File: config.mk
export PLATFORM = sky130hd
export DESIGN_NAME = tree_node_mux
export DESIGN_NICKNAME = d
export VERILOG_FILES = /design/src/rtl/tree_node_pkg.sv /design/src/rtl/tree_node_fifo.sv /design/src/rtl/tree_node_mux.sv
export SDC_FILE = /design/constraint.sdc
export NUM_CORES = 1
export LEC_CHECK = 0
export CORE_ASPECT_RATIO = 1.75
export CORE_MARGIN = 4
export CORE_UTILIZATION = 30
export DETAILED_ROUTE_END_ITERATION = 10
export PLACE_DENSITY = 0.45
export SYNTH_ARGS = -nofsm -noshare
export SYNTH_HDL_FRONTEND = slang
export SYNTH_SLANG_ARGS = --single-unit
File: constraint.sdc
create_clock -name clk -period 13.85 [get_ports clk]
set_clock_uncertainty 0.15 [all_clocks]
set_input_delay 1.385 -clock clk [delete_from_list [all_inputs] [get_ports clk]]
set_output_delay 1.385 -clock clk [all_outputs]
set_load 0.005 [all_outputs]
File: src/rtl/tree_node_pkg.sv
`default_nettype none
// ============================================================================
// Module      : tree_node_pkg
// Description : Shared widths, arbiter states and round-robin helper for the
//               tree_node_mux merge node.
// Revision    : 1.0
// ============================================================================
package tree_node_pkg;

   typedef enum logic [0:0] {
      ARB_FREE   = 1'b0,
      ARB_LOCKED = 1'b1
   } arb_state_e;

   function automatic int id_width(input int n);
      return (n > 1) ? $clog2(n) : 1;
   endfunction

   function automatic int level_width(input int depth);
      return $clog2(depth) + 1;
   endfunction

   function automatic int rr_next(input int cur, input int n);
      return (cur + 1 >= n) ? 0 : cur + 1;
   endfunction

endpackage
`default_nettype wire

File: src/rtl/tree_node_fifo.sv
`default_nettype none
// ============================================================================
// Module      : tree_node_fifo
// Description : Synchronous FIFO with registered occupancy count and
//               full/empty flags decoded from that count.
// Revision    : 1.0
// ============================================================================
module tree_node_fifo #(
   parameter int WIDTH = 33,
   parameter int DEPTH = 4
) (
   input  logic                     clk,
   input  logic                     rst,
   input  logic                     push_i,
   input  logic [WIDTH-1:0]         data_i,
   input  logic                     pop_i,
   output logic [WIDTH-1:0]         data_o,
   output logic                     full_o,
   output logic                     empty_o,
   output logic [$clog2(DEPTH):0]   count_o
);
   localparam int PTR_W = $clog2(DEPTH);

   logic [WIDTH-1:0] mem_q [DEPTH];
   logic [PTR_W-1:0] wr_ptr_q;
   logic [PTR_W-1:0] rd_ptr_q;
   logic [PTR_W:0]   count_q;
   logic             w_push;
   logic             w_pop;

   assign full_o  = (count_q == (PTR_W + 1)'(DEPTH));
   assign empty_o = (count_q == '0);
   assign count_o = count_q;
   assign data_o  = mem_q[rd_ptr_q];
   assign w_push  = push_i && !full_o;
   assign w_pop   = pop_i && !empty_o;

   always_ff @(posedge clk) begin
      if (w_push) begin
         mem_q[wr_ptr_q] <= data_i;
      end
   end

   // Power-of-two depth lets the pointers wrap by plain overflow.
   always_ff @(posedge clk or posedge rst) begin
      if (rst) begin
         wr_ptr_q <= '0;
         rd_ptr_q <= '0;
         count_q  <= '0;
      end else begin
         if (w_push) begin
            wr_ptr_q <= wr_ptr_q + 1'b1;
         end
         if (w_pop) begin
            rd_ptr_q <= rd_ptr_q + 1'b1;
         end
         if (w_push && !w_pop) begin
            count_q <= count_q + 1'b1;
         end else if (w_pop && !w_push) begin
            count_q <= count_q - 1'b1;
         end
      end
   end

endmodule
`default_nettype wire

File: src/rtl/tree_node_mux.sv
`default_nettype none
// ============================================================================
// Module      : tree_node_mux
// Description : N-to-1 merge node: per-child FIFOs, round-robin (optionally
//               packet-locked) arbiter and a registered upstream stage.
// Revision    : 1.0
// ============================================================================
module tree_node_mux
   import tree_node_pkg::*;
#(
   parameter int NUM_CHILDREN = 5,
   parameter int DATA_W       = 32,
   parameter int FIFO_DEPTH   = 4,
   parameter int PKT_MODE     = 0
) (
   input  logic                                            clk,
   input  logic                                            rst,
   input  logic [NUM_CHILDREN-1:0]                         child_valid,
   output logic [NUM_CHILDREN-1:0]                         child_ready,
   input  logic [NUM_CHILDREN*DATA_W-1:0]                  child_data,
   input  logic [NUM_CHILDREN-1:0]                         child_last,
   output logic                                            up_valid,
   input  logic                                            up_ready,
   output logic [DATA_W-1:0]                               up_data,
   output logic                                            up_last,
   output logic [id_width(NUM_CHILDREN)-1:0]               up_id,
   output logic [NUM_CHILDREN*level_width(FIFO_DEPTH)-1:0] fifo_level
);
   localparam int ID_W  = id_width(NUM_CHILDREN);
   localparam int LVL_W = level_width(FIFO_DEPTH);

   typedef struct packed {
      logic [DATA_W-1:0] data;
      logic              last;
   } beat_t;

   beat_t                   w_head [NUM_CHILDREN];
   logic [NUM_CHILDREN-1:0] w_full;
   logic [NUM_CHILDREN-1:0] w_empty;
   logic [NUM_CHILDREN-1:0] w_pop;

   generate
      for (genvar g = 0; g < NUM_CHILDREN; g++) begin : g_child
         beat_t w_in;
         assign w_in = '{data: child_data[g*DATA_W +: DATA_W], last: child_last[g]};

         tree_node_fifo #(
            .WIDTH ($bits(beat_t)),
            .DEPTH (FIFO_DEPTH)
         ) u_fifo (
            .clk     (clk),
            .rst     (rst),
            .push_i  (child_valid[g]),
            .data_i  (w_in),
            .pop_i   (w_pop[g]),
            .data_o  (w_head[g]),
            .full_o  (w_full[g]),
            .empty_o (w_empty[g]),
            .count_o (fifo_level[g*LVL_W +: LVL_W])
         );

         assign child_ready[g] = !w_full[g];
      end
   endgenerate

   arb_state_e        state_q, state_d;
   logic [ID_W-1:0]   last_grant_q, last_grant_d;
   logic              up_valid_q;
   logic [DATA_W-1:0] up_data_q;
   logic              up_last_q;
   logic [ID_W-1:0]   up_id_q;
   logic              w_load;
   logic              w_found;
   logic [ID_W-1:0]   w_win;
   logic [ID_W-1:0]   w_idx;

   assign w_load   = !up_valid_q || up_ready;
   assign up_valid = up_valid_q;
   assign up_data  = up_data_q;
   assign up_last  = up_last_q;
   assign up_id    = up_id_q;

   // While locked only the last granted child is eligible, so no separate
   // lock owner register is needed.
   always_comb begin
      w_found = 1'b0;
      w_win   = '0;
      w_idx   = ID_W'(rr_next(int'(last_grant_q), NUM_CHILDREN));
      for (int n = 0; n < NUM_CHILDREN; n++) begin
         if (!w_found && !w_empty[w_idx] &&
             (state_q == ARB_FREE || w_idx == last_grant_q)) begin
            w_found = 1'b1;
            w_win   = w_idx;
         end
         w_idx = ID_W'(rr_next(int'(w_idx), NUM_CHILDREN));
      end
   end

   always_comb begin
      state_d      = state_q;
      last_grant_d = last_grant_q;
      w_pop        = '0;
      if (w_load && w_found) begin
         w_pop[w_win] = 1'b1;
         last_grant_d = w_win;
         if (PKT_MODE != 0 && !w_head[w_win].last) begin
            state_d = ARB_LOCKED;
         end else begin
            state_d = ARB_FREE;
         end
      end
   end

   always_ff @(posedge clk or posedge rst) begin
      if (rst) begin
         state_q      <= ARB_FREE;
         last_grant_q <= ID_W'(NUM_CHILDREN - 1);
         up_valid_q   <= 1'b0;
         up_data_q    <= '0;
         up_last_q    <= 1'b0;
         up_id_q      <= '0;
      end else begin
         state_q      <= state_d;
         last_grant_q <= last_grant_d;
         if (w_load) begin
            up_valid_q <= w_found;
            if (w_found) begin
               up_data_q <= w_head[w_win].data;
               up_last_q <= w_head[w_win].last;
               up_id_q   <= w_win;
            end
         end
      end
   end

endmodule
`default_nettype wire
# --- After elaboration in Yosys (flattened, before gate mapping) ---
# Memories as Yosys holds them, arrays and structs flattened.
# Cells that the tools add are included.
totals:
  regBits: 75
  mem_count: 5
  ram_bits: 660
  inputBits: 173
  out_inout_bits: 57
  elab_cells: 186
memory_table:
  columns: ["name", "words", "width", "rd", "rd_ports_with_merged_regs", "write_ports", "line_no", "rtl"]
  rows:
  - ["g_child[0].u_fifo.mem_q", 4, 33, 1, 0, 1, "tree_node_fifo.sv:24", "logic [WIDTH-1:0] mem_q [DEPTH];"]
  - ["g_child[1].u_fifo.mem_q", 4, 33, 1, 0, 1, "tree_node_fifo.sv:24", null]
  - ["g_child[2].u_fifo.mem_q", 4, 33, 1, 0, 1, "tree_node_fifo.sv:24", null]
  - ["g_child[3].u_fifo.mem_q", 4, 33, 1, 0, 1, "tree_node_fifo.sv:24", null]
  - ["g_child[4].u_fifo.mem_q", 4, 33, 1, 0, 1, "tree_node_fifo.sv:24", null]
op_classes:
  n_lt_le_gt_ge: 13
  n_mux: 51
  add_sub_neg: 25
  n_bitwise: 1
  reduce_logical: 66
  n_eq_ne: 5
op_table:
  columns: ["op", "count"]
  rows:
  - ["33-bit binary-select mux with 3-bit select", 1]
  - ["33-bit 2-to-1 mux", 2]
  - ["3-bit 2-to-1 mux", 20]
  - ["1-bit zero test", 28]
  - ["1-bit logical AND", 26]
  - ["3-bit by 4-bit less-than comparator with 1-bit output (second input constant)", 6]
  - ["1-bit 2-to-1 mux", 21]
  - ["2-bit by 1-bit adder with 2-bit output (second input constant)", 10]
  - ["3-bit by 1-bit adder with 4-bit output (second input constant)", 5]
  - ["4-bit by 3-bit >= comparator with 1-bit output (second input constant)", 5]
  - ["3-bit by 1-bit adder with 3-bit output (second input constant)", 5]
  - ["1-bit binary-select mux with 3-bit select", 5]
  - ["3-bit == test (second input constant)", 5]
  - ["3-bit zero test", 5]
  - ["3-bit by 1-bit subtractor with 3-bit output (second input constant)", 5]
  - ["2-bit nonzero test", 5]
  - ["5-bit 2-to-1 mux", 1]
  - ["4-bit >= comparator (second input constant)", 1]
  - ["3-bit NOT with 4-bit output", 1]
  - ["1-bit demux with 3-bit select", 1]
  - ["3-bit by 1-bit >= comparator with 1-bit output (second input constant)", 1]
  - ["2-bit AND reduction", 1]
  - ["1-bit logical OR", 1]

# --- Longest topological paths before layout ---
logic_depth:
  depth_word: 29
  ltp_mapped: 28
  depth_no_buf: 24

# --- By module ---
# A second synthesis with hierarchy kept.
hier_totals:
  hier_cells: 1433
  hier_area_um2: 29881.2
by_module_without_submodules:
  columns: ["module", "n_inst", "area_each_um2", "cells_each", "seq_area_each_um2"]
  rows:
  - ["tree_node_fifo", 5, 5246.3, 209, 4139.0]
  - ["tree_node_mux", 1, 3649.8, 388, 952.2]

# --- Least setup slack after synthesis ---
# OpenSTA, ideal clock, no wires.
synth_timing:
  kind: "register -> register"
  startpoint: "register last_grant_q[0]"
  endpoint: "register g_child[4].u_fifo.count_q[2]"
  arrival_ps: 5896
  setup_time_ps: 79
  path_stages_with_launch: 27
  synth_period_minus_slack_ps: 6126
  path_slack_ps: 7724
  t_required_ps: 13621
  path_buffers: 5
  cell_sequence: "dfrtp_1 buf_2 clkbuf_1 inv_1 ha_1 clkbuf_1 nor2_1 nand2_1 nand2_1 ha_1 clkbuf_1 nor3b_1 a22o_1 a311oi_4 ha_1 or4_1 o211a_1 a2111oi_0 o21ba_2 buf_2 nand3b_1 ha_1 inv_1 fa_1 xor2_1 nor2_1 xor2_1"
synth_between:
  elab_chain_len: 29
  elab_cells_between_ends: 59
  cone_classes: "add/sub (5); order compare (7); mux (29); reduce/logical (18)"
synth_lines:
  columns: ["element", "line_no", "rtl"]
  rows:
  - ["start: declaration", "tree_node_mux.sv:67", "logic [ID_W-1:0] last_grant_q, last_grant_d;"]
  - ["start signal: assignment", "tree_node_mux.sv:117", "last_grant_q <= ID_W'(NUM_CHILDREN - 1);"]
  - ["start signal: assignment", "tree_node_mux.sv:124", "last_grant_q <= last_grant_d;"]
  - ["3-bit by 1-bit adder with 4-bit output *", "tree_node_pkg.sv:24", "return (cur + 1 >= n) ? 0 : cur + 1;"]
  - ["4-bit by 3-bit >= comparator with 1-bit output", "tree_node_pkg.sv:24", null]
  - ["3-bit 2-to-1 mux *", "tree_node_pkg.sv:24", null]
  - ["3-bit by 1-bit adder with 4-bit output", "tree_node_pkg.sv:24", null]
  - ["4-bit by 3-bit >= comparator with 1-bit output", "tree_node_pkg.sv:24", null]
  - ["3-bit 2-to-1 mux", "tree_node_pkg.sv:24", null]
  - ["3-bit by 1-bit adder with 4-bit output or 1-bit binary-select mux with 3-bit select (tied branches)", "tree_node_pkg.sv:24, tree_node_mux.sv:90", null]
  - ["4-bit by 3-bit >= comparator with 1-bit output or 1-bit 2-to-1 mux (tied branches)", "tree_node_pkg.sv:24, tree_node_mux.sv:90", null]
  - ["[13 not listed]", null, null]
  - ["1-bit logical AND (implied by the code)", "tree_node_mux.sv:104", "w_pop[w_win] = 1'b1;"]
  - ["1-bit 2-to-1 mux (implied by the code)", "tree_node_mux.sv:104", null]
  - ["1-bit demux with 3-bit select", "tree_node_mux.sv:104", null]
  - ["5-bit 2-to-1 mux *", "tree_node_mux.sv:103", "if (w_load && w_found) begin"]
  - ["1-bit logical AND *", "tree_node_fifo.sv:36", "assign w_pop = pop_i && !empty_o;"]
  - ["1-bit zero test", "tree_node_fifo.sv:57", "if (w_push && !w_pop) begin"]
  - ["1-bit logical AND", "tree_node_fifo.sv:57", null]
  - ["3-bit 2-to-1 mux or 2-bit nonzero test (tied branches)", null, null]
  - ["end signal: assignment", "tree_node_fifo.sv:58", "count_q <= count_q + 1'b1;"]
  - ["end signal: assignment", "tree_node_fifo.sv:60", "count_q <= count_q - 1'b1;"]
  - ["end: declaration", "tree_node_fifo.sv:27", "logic [PTR_W:0] count_q;"]
# Mark *: on every way between the ends. The rest lies on a longest branch, timed or not. The select of a mux whose other input is x is not followed.
# A chain may end at the register's enable or synchronous reset.

# --- Final worst setup path ---
layout_timing:
  startpoint: "register last_grant_q[0]"
  endpoint: "register g_child[2].u_fifo.count_q[1]"
layout_between:
  elab_chain_len: 29
  elab_cells_between_ends: 59
  cone_classes: "add/sub (5); order compare (7); mux (29); reduce/logical (18)"
layout_lines:
  columns: ["element", "line_no"]
  rows:
  - ["3-bit by 1-bit adder with 4-bit output *", "tree_node_pkg.sv:24"]
  - ["4-bit by 3-bit >= comparator with 1-bit output", "tree_node_pkg.sv:24"]
  - ["3-bit 2-to-1 mux *", "tree_node_pkg.sv:24"]
  - ["3-bit by 1-bit adder with 4-bit output", "tree_node_pkg.sv:24"]
  - ["4-bit by 3-bit >= comparator with 1-bit output", "tree_node_pkg.sv:24"]
  - ["3-bit 2-to-1 mux", "tree_node_pkg.sv:24"]
  - ["3-bit by 1-bit adder with 4-bit output or 1-bit binary-select mux with 3-bit select (tied branches)", "tree_node_pkg.sv:24, tree_node_mux.sv:90"]
  - ["4-bit by 3-bit >= comparator with 1-bit output or 1-bit 2-to-1 mux (tied branches)", "tree_node_pkg.sv:24, tree_node_mux.sv:90"]
  - ["[13 not listed]", null]
  - ["1-bit logical AND (implied by the code)", "tree_node_mux.sv:104"]
  - ["1-bit 2-to-1 mux (implied by the code)", "tree_node_mux.sv:104"]
  - ["1-bit demux with 3-bit select", "tree_node_mux.sv:104"]
  - ["5-bit 2-to-1 mux *", "tree_node_mux.sv:103"]
  - ["1-bit logical AND *", "tree_node_fifo.sv:36"]
  - ["1-bit zero test", "tree_node_fifo.sv:57"]
  - ["1-bit logical AND", "tree_node_fifo.sv:57"]
  - ["3-bit 2-to-1 mux or 2-bit nonzero test (tied branches)", null]
  - ["end signal: assignment", "tree_node_fifo.sv:58"]
  - ["end signal: assignment", "tree_node_fifo.sv:60"]
  - ["end: declaration", "tree_node_fifo.sv:27"]
# Marks and branches as above.

==> load_flow_metrics.sql <==
INSERT INTO impl_metrics (metric_group, metric, value, unit) VALUES
('run_status', 'status', 'finished, final reports clean', ''),
('floorplanning', 'core_region_area', '0.0979', 'mm^2'),
('setup_path', 'critical_path.startpoint_type', 'flip-flop', ''),
('finish', 'fill_cells', '9090', ''),
('worst_hold_path', 'worst_hold_startpoint', 'g_child[4].u_fifo.rd_ptr_q[1]', ''),
('setup_path', 'worst-endpoint-required', '14.23', 'ns'),
('place', 'gp_congestion', '0.825', ''),
('logic_synthesis', 'syn-num-nets', '1752', ''),
('sta', 'min_period_over_period', '0.529', ''),
('logic_synthesis', 'ys_top_cells_by_area', 'edfxtp_1 67%, mux4_2 13%, dfrtp_1 6.1%', ''),
('floorplanning', 'die_h', '424', 'um'),
('setup_path', 'critPathKind', 'flip-flop to flip-flop', ''),
('floorplanning', 'chip_width', '245', 'um'),
('worst_hold_path', 'whs_endpoint', 'g_child[4].u_fifo.rd_ptr_q[1]', ''),
('setup_path', 'worst_r2r_end', 'g_child[2].u_fifo.count_o[1]', ''),
('logic_synthesis', 'syn_area_per_cell', '19.2', 'um^2'),
('clock_tree', 'path_clk_slew', '0.06', 'ns'),
('logic_synthesis', 'synthDominantAreaCellType', 'edfxtp_1', ''),
('clock_tree', 'cts-htree-levels', '3', ''),
('clock_tree', 'post_cts.resized_instances', '0', ''),
('global_route', 'antenna_violations_before_repair', '10', ''),
('clock_tree', 'cts.hold.buffers_added', '0', ''),
('finish', 'multi_input_area', '0.00751', 'mm^2'),
('drt', 'routedWlPerCell', '26.4', 'um'),
('global_route', 'grt_pass1_wl', '120000', 'um'),
('setup_path', 'worst-endpoint-arrival', '7.71', 'ns'),
('logic_synthesis', 'synth_top_cell_area_share', '0.669', ''),
('drt', 'detail-route-antenna-nets', '0', ''),
('logic_synthesis', 'synth_cell_type_count', '71', ''),
('drt', 'first_pass_iters', '5', ''),
('sta', 'maxSlewViolCount', '0', ''),
('clock_tree', 'clock_tree_from_tritoncts', 'built', ''),
('place', 'detailed_place_hpwl', '55600', 'um'),
('finish', 'final_util', '0.366', ''),
('global_route', 'maximum_number_of_pins_on_one_net_before_global_route_repair', '103', ''),
('floorplanning', 'i_o_pin_count', '230', ''),
('finish', 'layout_area_overhead', '21.2', '%'),
('clock_tree', 'cts_root_buf', 'clkbuf_16', ''),
('worst_hold_path', 'min_path_type', 'flip-flop to flip-flop', ''),
('place', 'placement.io_buffers', '229', ''),
('logic_synthesis', 'synth-async-reset-ratio', '0.0996', ''),
('clock_tree', 'cts_post_setup_buffers_inserted', '0', ''),
('finish', 'post_route_cells_drive_above_1_share', '0.184', ''),
('sta', 'hold_vio_cnt_final', '0', ''),
('global_route', 'overflow', '0', ''),
('drt', 'route.detailed.vias_per_inst', '4.89', ''),
('pwr', 'power.static_leakage', '0.0119', 'uW'),
('drt', 'vias_after_detailed_routing', '15500', ''),
('logic_synthesis', 'synthCells', '1545', ''),
('setup_path', 'worstSetupEndpointType', 'flip-flop', ''),
('finish', 'seqCellArea', '0.0217', 'mm^2'),
('logic_synthesis', 'yosysSeqAreaShare', '0.731', ''),
('clock_tree', 'insertion_delay', '0.64', 'ns'),
('setup_path', 'crit_fanout', '41', ''),
('sta', 'finalSetupViolations', '0', ''),
('setup_path', 'timing.reg2reg.worst_path_depth', '19', ''),
('floorplanning', 'std_cell_rows', '152', ''),
('finish', 'nNetsFinal', '1998', ''),
('logic_synthesis', 'synth_ff_type', 'edfxtp_1', ''),
('sta', 'worstMarginPinSlew', '1.06', 'ns'),
('global_route', 'grt_use_total', '0.160', ''),
('sta', 'maxSlewHeadroom', '0.296', ''),
('floorplanning', 'starting_density_of_the_core', '0.302', ''),
('pwr', 'irDropWorstVdd', '0.211', 'mV'),
('drt', 'drt-initial-drc-count', '1072', ''),
('logic_synthesis', 'ys_ff_latch', '733', ''),
('pwr', 'power_per_cell_area', '247', 'mW/mm^2'),
('worst_hold_path', 'min_path_cells', '1', ''),
('logic_synthesis', 'synth_area', '0.0296', 'mm^2'),
('logic_synthesis', 'synthMostInstantiatedCell', 'edfxtp_1', ''),
('setup_path', 'crit-reg2reg-launch', 'last_grant_q[0]', '');
## cell type report
| type | instances | area share |
|---|---|---|
| flip-flops and latches | 733 | 0.604 |
| multi-input cells | 704 | 0.209 |
| repair buffers | 256 | 0.0699 |
| clock buffers | 97 | 0.0558 |
| well taps | 1309 | 0.0457 |
| clock inverters | 38 | 0.0131 |
| inverters | 22 | 0.00234 |
| diodes | 3 | 0.000209 |
## worst max-delay path, stage by stage, from the launching register on
cell,delay [ns]
dfrtp_1,0.71
inv_1,0.22
ha_1,0.35
nor3b_2,0.49
a21oi_1,0.16
ha_1,0.45
nor3b_1,0.19
a22o_1,0.25
a311oi_4,0.37
ha_1,0.35
or4_1,0.57
o211a_1,0.23
a2111oi_0,0.41
o21ba_2,0.84
and2_1,0.30
nand3_1,0.14
ha_1,0.28
inv_1,0.07
fa_1,0.40
mux2_2,0.27
## layout by cell type, fill, tap and decap left out, drive strengths merged, types with 4 or more instances in the layout
master / instances
nand2b: 34
nor2: 58
clkinv: 22
fa: 5
nand3: 11
buf: 27
nand2: 22
nand4: 5
and3: 22
edfxtp: 660
nor4: 4
mux4: 165
o22ai: 34
inv: 27
clkbuf: 97
a211oi: 4
xnor2: 21
mux2i: 35
nor2b: 7
or3: 5
bufinv: 9
xor2: 11
mux2: 5
o21ai: 49
dfrtp: 72
and2: 10
nor3: 7
a22o: 34
o211ai: 5
ha: 29
a21oi: 77
clkdlybuf4s50: 229
## power by group
group | switching, uW | internal (uW) | total, uW
sequential | 191 | 2960 | 3150
combinational | 2230 | 1430 | 3660
clock | 864 | 1200 | 2060
total | 3290 | 5590 | 8870
## flip-flops by register name, summed over array words and instances, names as in the netlist
register                 cells
g_child.u_fifo.mem_q       660
up_id                        1
g_child.u_fifo.count_o      15
up_data                     32
g_child.u_fifo.wr_ptr_q     10
up_last                      1
up_valid                     1
g_child.u_fifo.rd_ptr_q     10
last_grant_q                 3
## per-stage QoR
stage          area, um^2  hold slack, ns  total power [uW]  instances  setup WS, ns
2_1_floorplan       29600           0.341              5380       1545          7.72
3_3_place_gp        33400           0.315              6880       3024          6.68
3_5_place_dp        33400           0.318              6960       3024          6.50
4_1_cts             35900           0.331              9050       3159          6.50
5_1_grt             35900           0.352              9340       3160          5.91
6_report            35900           0.327              8870       3162          6.52
## how the worst max path moves through the flow
stage                    start                      endpoint  slack (ns)  cells after the start
2_1_floorplan  last_grant_q[0]  g_child[4].u_fifo.count_o[2]        7.72                     26
3_3_place_gp   last_grant_q[0]  g_child[2].u_fifo.count_o[1]        6.68                     18
3_5_place_dp   last_grant_q[0]  g_child[2].u_fifo.count_o[1]        6.50                     19
4_1_cts        last_grant_q[0]  g_child[2].u_fifo.count_o[1]        6.50                     19
5_1_grt        last_grant_q[0]  g_child[2].u_fifo.count_o[1]        5.91                     19
6_report       last_grant_q[0]  g_child[2].u_fifo.count_o[1]        6.52                     19
## logic make-up after synthesis
family | after synthesis | share of synthesized area
buf+inv | 108 | 0.0166
fa+ha+maj | 34 | 0.0156
compound gates | 234 | 0.0513
mux | 205 | 0.139
simple gates | 199 | 0.0362
flops | 733 | 0.731
xor+xnor | 32 | 0.00972
## routing by layer
metal | track usage | vias to the layer above | share of wire
li1 | - | 6768 | -
met1 | 0.188 | 8129 | 0.38
met2 | 0.293 | 441 | 0.54
met3 | 0.0364 | 116 | 0.052
met4 | 0.0435 | 2 | 0.025
met5 | 0 | - | 0.00016
No activity file was read; power rests on OpenSTA's default activity.
